==> config.mk <==
export PLATFORM = sky130hd
export DESIGN_NAME = ex_fwd_stage
export DESIGN_NICKNAME = d
export VERILOG_FILES = /design/src/rtl/ex_fwd_stage.sv
export SDC_FILE = /design/constraint.sdc
export NUM_CORES = 1
export LEC_CHECK = 0
export BUFFER_PORTS_ARGS = -buffer_cell sky130_fd_sc_hd__buf_4
export CAP_MARGIN = 20
export CORE_MARGIN = 2
export CORE_UTILIZATION = 45
export DETAILED_ROUTE_END_ITERATION = 8
export GPL_TIMING_DRIVEN = 0
export PLACE_DENSITY = 0.82
export SLEW_MARGIN = 20
export SYNTH_ARGS = -nofsm -noshare
export SYNTH_HDL_FRONTEND = slang
export SYNTH_SLANG_ARGS = --single-unit
==> constraint.sdc <==
create_clock -name clk -period 1.4 [get_ports clk]
set_input_delay 0.21 -clock clk [delete_from_list [all_inputs] [get_ports clk]]
set_output_delay 0.21 -clock clk [all_outputs]
set_load 0.01 [all_outputs]
==> src/rtl/ex_fwd_stage.sv <==
// ID/EX pipeline register with execute-operand forwarding muxes and a two-deep
// writer history (s1 = EX/M, s2 = M/WB) that feeds the forwarding control unit.
module ex_fwd_stage #(
  parameter int DATA_W = 16,
  parameter int REG_AW = 4
) (
  input  logic              clk,
  input  logic              rst,
  input  logic              id_valid,
  input  logic [REG_AW-1:0] id_src1,
  input  logic [REG_AW-1:0] id_src2,
  input  logic [REG_AW-1:0] id_dest,
  input  logic              id_wrx,
  input  logic              id_memrd,
  input  logic              id_imm,
  input  logic [DATA_W-1:0] id_rdata1,
  input  logic [DATA_W-1:0] id_rdata2,
  input  logic [DATA_W-1:0] id_immval,
  input  logic [1:0]        forward_a,
  input  logic [1:0]        forward_b,
  input  logic              forward_mem,
  input  logic              flush,
  input  logic [DATA_W-1:0] alu_result,
  input  logic [DATA_W-1:0] wb_data,
  output logic [REG_AW-1:0] ex_src1,
  output logic [REG_AW-1:0] ex_src2,
  output logic              ex_imm,
  output logic [DATA_W-1:0] ex_opa,
  output logic [DATA_W-1:0] ex_opb,
  output logic              ex_valid,
  output logic [REG_AW-1:0] dest_s,
  output logic              wrx_s,
  output logic              memrd_s,
  output logic [DATA_W-1:0] res_s,
  output logic [REG_AW-1:0] dest_s2,
  output logic              wrx_s2,
  output logic              stall
);

  // ID/EX slot
  logic              ex_valid_reg;
  logic [REG_AW-1:0] ex_src1_reg;
  logic [REG_AW-1:0] ex_src2_reg;
  logic [REG_AW-1:0] ex_dest_reg;
  logic              ex_wrx_reg;
  logic              ex_memrd_reg;
  logic              ex_imm_reg;
  logic [DATA_W-1:0] ex_rdata1_reg;
  logic [DATA_W-1:0] ex_rdata2_reg;
  logic [DATA_W-1:0] ex_immval_reg;

  // Writer history
  logic              s1_valid_reg;
  logic [REG_AW-1:0] s1_dest_reg;
  logic              s1_wrx_reg;
  logic              s1_memrd_reg;
  logic [DATA_W-1:0] s1_res_reg;
  logic              s2_valid_reg;
  logic [REG_AW-1:0] s2_dest_reg;
  logic              s2_wrx_reg;

  // A taken branch kills the load-use hazard, since the dependent op is discarded.
  assign stall = ex_valid_reg & forward_mem & ~flush;

  always_ff @(posedge clk) begin
    if (rst) begin
      ex_valid_reg  <= 1'b0;
      ex_src1_reg   <= '0;
      ex_src2_reg   <= '0;
      ex_dest_reg   <= '0;
      ex_wrx_reg    <= 1'b0;
      ex_memrd_reg  <= 1'b0;
      ex_imm_reg    <= 1'b0;
      ex_rdata1_reg <= '0;
      ex_rdata2_reg <= '0;
      ex_immval_reg <= '0;
      s1_valid_reg  <= 1'b0;
      s1_dest_reg   <= '0;
      s1_wrx_reg    <= 1'b0;
      s1_memrd_reg  <= 1'b0;
      s1_res_reg    <= '0;
      s2_valid_reg  <= 1'b0;
      s2_dest_reg   <= '0;
      s2_wrx_reg    <= 1'b0;
    end else begin
      s2_valid_reg <= s1_valid_reg;
      s2_dest_reg  <= s1_dest_reg;
      s2_wrx_reg   <= s1_wrx_reg;

      if (stall) begin
        s1_valid_reg <= 1'b0;
        s1_dest_reg  <= '0;
        s1_wrx_reg   <= 1'b0;
        s1_memrd_reg <= 1'b0;
        s1_res_reg   <= '0;
      end else begin
        s1_valid_reg <= ex_valid_reg;
        s1_dest_reg  <= ex_dest_reg;
        s1_wrx_reg   <= ex_wrx_reg;
        s1_memrd_reg <= ex_memrd_reg;
        s1_res_reg   <= alu_result;
      end

      // Bubbles carry all-zero fields so they can never match in forward_ct.
      if (flush || (!stall && !id_valid)) begin
        ex_valid_reg  <= 1'b0;
        ex_src1_reg   <= '0;
        ex_src2_reg   <= '0;
        ex_dest_reg   <= '0;
        ex_wrx_reg    <= 1'b0;
        ex_memrd_reg  <= 1'b0;
        ex_imm_reg    <= 1'b0;
        ex_rdata1_reg <= '0;
        ex_rdata2_reg <= '0;
        ex_immval_reg <= '0;
      end else if (!stall) begin
        ex_valid_reg  <= 1'b1;
        ex_src1_reg   <= id_src1;
        ex_src2_reg   <= id_src2;
        ex_dest_reg   <= id_dest;
        ex_wrx_reg    <= id_wrx;
        ex_memrd_reg  <= id_memrd;
        ex_imm_reg    <= id_imm;
        ex_rdata1_reg <= id_rdata1;
        ex_rdata2_reg <= id_rdata2;
        ex_immval_reg <= id_immval;
      end
    end
  end

  logic [1:0]        fwd_sel [2];
  logic [DATA_W-1:0] rf_data [2];
  logic [DATA_W-1:0] op_mux  [2];

  assign fwd_sel[0] = forward_a;
  assign fwd_sel[1] = forward_b;
  assign rf_data[0] = ex_rdata1_reg;
  assign rf_data[1] = ex_rdata2_reg;

  genvar gi;
  generate
    for (gi = 0; gi < 2; gi++) begin : g_opmux
      always_comb begin
        op_mux[gi] = rf_data[gi];
        case (fwd_sel[gi])
          2'd1:    op_mux[gi] = s1_res_reg;
          2'd2:    op_mux[gi] = wb_data;
          default: op_mux[gi] = rf_data[gi];
        endcase
      end
    end
  endgenerate

  assign ex_opa   = op_mux[0];
  assign ex_opb   = ex_imm_reg ? ex_immval_reg : op_mux[1];

  assign ex_src1  = ex_src1_reg;
  assign ex_src2  = ex_src2_reg;
  assign ex_imm   = ex_imm_reg;
  assign ex_valid = ex_valid_reg;
  assign dest_s   = s1_dest_reg;
  assign wrx_s    = s1_valid_reg & s1_wrx_reg;
  assign memrd_s  = s1_valid_reg & s1_memrd_reg;
  assign res_s    = s1_res_reg;
  assign dest_s2  = s2_dest_reg;
  assign wrx_s2   = s2_valid_reg & s2_wrx_reg;

endmodule

# ---- Yosys cells after proc, flatten, opt, wreduce, memory -nomap -nowiden
# Index checks and enable logic that the tools add are counted.
dict set report word_totals {
  input_bits 104
  regBits 93
}
dict set report op_classes {
  n_mux 3
  bitwise_logic 6
  n_reduce_logical 6
  n_eq_ne 4
}
# cell count
set ops {}
lappend ops {{$pmux 16 s2} 2}
lappend ops {{$mux 16} 1}
lappend ops {{$and 1x1->1} 5}
lappend ops {{$eq 2x1->1 const B} 2}
lappend ops {{$eq 2x2->1 const B} 2}
lappend ops {{$reduce_or 2->1} 2}
lappend ops {{$logic_not 1->1} 2}
lappend ops {{$logic_and 1x1->1} 1}
lappend ops {{$logic_or 1x1->1} 1}
lappend ops {{$not 1->1} 1}

# ---- Longest topological paths before layout
dict set report depth {
  ltp_word 6
  mapped_depth 6
  ltp_nobuf 4
}

# ---- Worst setup path before layout
# No wires, ideal clock.
dict set report synth_timing {
  path_kind {input to output}
  start {input port forward_b[0]}
  end {output port ex_opb[10]}
  path_stages 5
  path_slack_ps -71
  t_arrival_ps 1261
  cell_sequence {inv_1 ha_1 clkbuf_1 a221oi_1 o31ai_1}
}
dict set report synth_via {
  elab_chain_len 3
  elab_cells_between_ends 4
  classes_between {eq/ne (2); mux (2)}
}
# item line
set synth_lines {}
lappend synth_lines {{start, declared} 20} ;# input logic [1:0] forward_b,
lappend synth_lines {{$eq 2x2->1 or $eq 2x1->1 (tied branches)} 145} ;# case (fwd_sel[gi])
lappend synth_lines {{$pmux 16 s2 (*)} 145}
lappend synth_lines {{$mux 16 (*)} 155} ;# assign ex_opb = ex_imm_reg ? ex_immval_reg : op_mux[1];
lappend synth_lines {{end, declared} 29} ;# output logic [DATA_W-1:0] ex_opb,
# Mark *: on every way between the ends. The rest lies on a longest branch, timed or not.

# ---- Worst setup path after layout
dict set report layout_timing {
  start {register ex_imm_reg, in the netlist ex_imm}
  end {output port ex_opb[7]}
}
dict set report layout_via {
  elab_chain_len 1
}
# item line
set layout_lines {}
lappend layout_lines {{start, declared} 47} ;# logic ex_imm_reg;
lappend layout_lines {{start signal, assigned} 123} ;# ex_imm_reg <= id_imm;
lappend layout_lines {{$mux 16} 155}
# Every way passes these cells.

==> metrics.md <==
| Metric | Value |
|---|---|
| Post-route ant nets | `0` |
| Largest net degree at the start of global routing | `16` |
| Outcome | `complete, but fails checks` |
| EDFF count, synth | `0` |
| Leak | `0.00258 uW` |
| Share of layout cells above drive strength 1 | `54.4%` |
| Dpl cells | `635` |
| Pwr Density | `996 nW/um^2` |
| Sw Share | `26.5%` |
| Clk pwr share | `32.7%` |
| Overflow after GRT | `0` |
| Synthesis-to-layout area growth | `64.9%` |
| Clock Sinks | `93` |
| Vias in the first global route | `3946` |
| Diode count | `0` |
| CTS Buf Count | `9` |
| Worst hold path type | `in -> reg` |
| Layout net count | `658` |
| Drt via density | `6.05` |
| CTS tree | `built` |
| Die height | `96.0 um` |
| Maximum root-to-sink buffer count | `2` |
| Max-slew violation count | `0` |
| DRT Pass-1 Iters | `5` |
| Crit Path Max Fanout | `10` |
| Cell area after synthesis | `3810 sq um` |
| Die width | `96.0 um` |
| Register area | `1890 sq um` |
| Multi-input logic area | `2140 sq um` |
| Crit. End Element | `output pin` |
| Most common flop cell mapped by yosys | `dfxtp_1` |
| Routed length per placed instance | `21.1 um` |
| Comb pwr share | `22.4%` |
| Synthesis-stage register bit count | `93` |
| Asr flop ratio synth | `0%` |
| H-tree depth | `3` |
| Setup TNS | `-2.61 ns` |
| Worst slew pin tran | `0.576 ns` |
| Core Region | `8220 sq um` |
| Dpl hpwl | `10.0 mm` |
| Failing checks | `negative setup slack` |
| Gr usage total | `28.7%` |
| Int Pwr | `4590 uW` |
| Initial detailed-routing violation count | `303` |
| Non-Filler Instances | `660` |
| Vias | `3996` |
| Worst clock skew | `0.00859 ns` |
| Max Clk Rate | `627 MHz` |
| First-pass GRT wire length | `19.8 mm` |
| Detailed Route WL | `13.9 mm` |
| Req. time, crit path | `1.19 ns` |
| Sw Pwr | `1660 uW` |
| Final hold violation count | `0` |
| Skew-Pair Late Insertion Delay | `0.35 ns` |
| Max_cap viols | `0` |
| Final RePlAce weighted congestion | `0.922` |
| Gate Count Post-Synth | `358` |
| RSZ-0062 raised after global routing | `true` |
| Top-level I/O count | `174` |
| Port buffer count | `172` |
| # fillers | `521` |
| Reg power frac | `44.9%` |
| Slew Limit Headroom | `61.6%` |
| Syn_area_per_cell | `10.6 sq um` |
| Crit Path Class | `reg -> out` |
| Root buf cell | `clkbuf_8` |
| Synth Warn # | `0` |
| Worst-path clk slew | `0.09 ns` |
| Die area | `9210 sq um` |
| Total nets after synthesis | `466` |
| Synth cell types | `24` |
| Worst vdd ir | `0.667 mV` |
| # hold bufs at CTS | `0` |
| Antenna violations before repair | `0` |
| CP arrival | `1.39 ns` |
| Min Tclk post-route | `1.60 ns` |
| Post-route clock period utilization | `114%` |
| Final worst slack | `-0.195 ns` |
| Fraction of the yosys area taken by sequential cells | `48.9%` |
| Critical path startpoint category | `flop` |
| FP Rows | `33` |
| Count of final setup violators | `19` |
| Initial Util | `46.3%` |
| Residual DRC | `0` |
## metrics by stage
stage          hold slack (ns)  instance area (sq um)  total power [uW]  utilization (%)  setup WS, ns
2_1_floorplan            0.289                   3890              3320                -      -0.00585
3_3_place_gp             0.419                   5310              3880             64.6        -0.507
3_5_place_dp             0.439                   5310              3900             64.6        -0.504
4_1_cts                 0.0588                   6080              6140             74.0        -0.177
5_1_grt                 0.0739                   6280              6440             76.4        -0.219
6_report                0.0646                   6280              6250             76.4        -0.195
## power groups by stage
stage / logic (uW) / clock network [uW] / registers [uW]
floorplan: 471 / 0 / 2850
global placement: 1030 / 0 / 2850
detailed placement: 1050 / 0 / 2850
CTS: 1290 / 2050 / 2800
global route: 1470 / 2160 / 2810
finish: 1400 / 2040 / 2810
## timing repair
action | 4_1_cts | 5_1_grt
gates cloned | 1 | 1
pin swaps | 6 | 6
buffers inserted | 9 | 5
gates resized for setup | 105 | 37
endpoints found under the setup margin | 77 | 89
## layer usage
layer	global-route usage (%)	routed length, um
met1	33.5	5220
met2	50.1	6880
met3	6.58	1280
met4	12.9	540
met5	0	0
## logic make-up (layout without fill, tap and decap cells)
logic type	count (synthesis)	count (layout)	share of synthesized area, %
buf+inv	48	245	7.76
compound gates	129	129	29.3
fa+ha+maj	4	4	1.31
simple gates	84	84	12.7
flops	93	93	48.9
## layout by cell type (no fill, tap or decap), types with 2 or more instances in the layout
| cell | netlist | routed |
|---|---|---|
| buf_8 | 0 | 3 |
| dfxtp_1 | 93 | 79 |
| a211oi_2 | 0 | 2 |
| nor2b_1 | 22 | 21 |
| a221oi_4 | 0 | 9 |
| o21ai_1 | 2 | 9 |
| bufinv_16 | 0 | 2 |
| clkinv_4 | 0 | 2 |
| o31ai_2 | 0 | 6 |
| o21ai_2 | 0 | 7 |
| inv_1 | 4 | 3 |
| nor3b_1 | 24 | 24 |
| nand2_1 | 32 | 32 |
| buf_12 | 0 | 3 |
| dfxtp_2 | 0 | 10 |
| clkbuf_8 | 0 | 12 |
| a22oi_1 | 16 | 7 |
| a221oi_2 | 0 | 6 |
| dfxtp_4 | 0 | 4 |
| a22oi_2 | 0 | 9 |
| ha_4 | 0 | 4 |
| buf_4 | 1 | 178 |
| and2_1 | 3 | 3 |
| clkbuf_1 | 23 | 8 |
| a32o_1 | 63 | 63 |
| buf_6 | 14 | 26 |
| o31ai_4 | 0 | 9 |
| clkbuf_16 | 0 | 3 |
## cell type report
class                   instances  area share [%]
inverters                       4           0.239
multi-input cells             217            34.1
clock inverters                 5            1.32
clock buffers                  11            2.41
well taps                     105            2.09
repair buffers                188            23.6
flip-flops and latches         93            30.1
plain buffers                  37            6.22
## synthesized netlist by cell type (2+ instances only)
cell | instances | share of area (%)
a211oi_1 | 2 | 0.39
a221oi_1 | 15 | 3.5
a22oi_1 | 16 | 3.2
a32o_1 | 63 | 17
and2_1 | 3 | 0.49
buf_2 | 5 | 0.66
buf_6 | 14 | 4.1
clkbuf_1 | 23 | 2.3
dfxtp_1 | 93 | 49
ha_1 | 4 | 1.3
inv_1 | 4 | 0.39
nand2_1 | 32 | 3.2
nor2b_1 | 22 | 3.6
nor3b_1 | 24 | 4.7
o21ai_0 | 14 | 1.8
o21ai_1 | 2 | 0.26
o31ai_1 | 15 | 3.0
## final timing paths
kind | start | endpoint | slack, ns | cells after the start
setup / recovery | ex_imm | ex_opb[7] | -0.20 | 3
hold / removal | flush | ex_valid | 0.06 | 2
hold reg to reg | s1_wrx_reg | s2_wrx_reg | 0.47 | 1
setup reg to reg | ex_valid | ex_rdata2_reg[10] | 0.06 | 5
## worst max-delay path: stages (launching register included)
cell,delay [ns]
dfxtp_4,0.41
clkbuf_16,0.20
o31ai_4,0.26
buf_4,0.16
(Power assumes the default switching activity.)
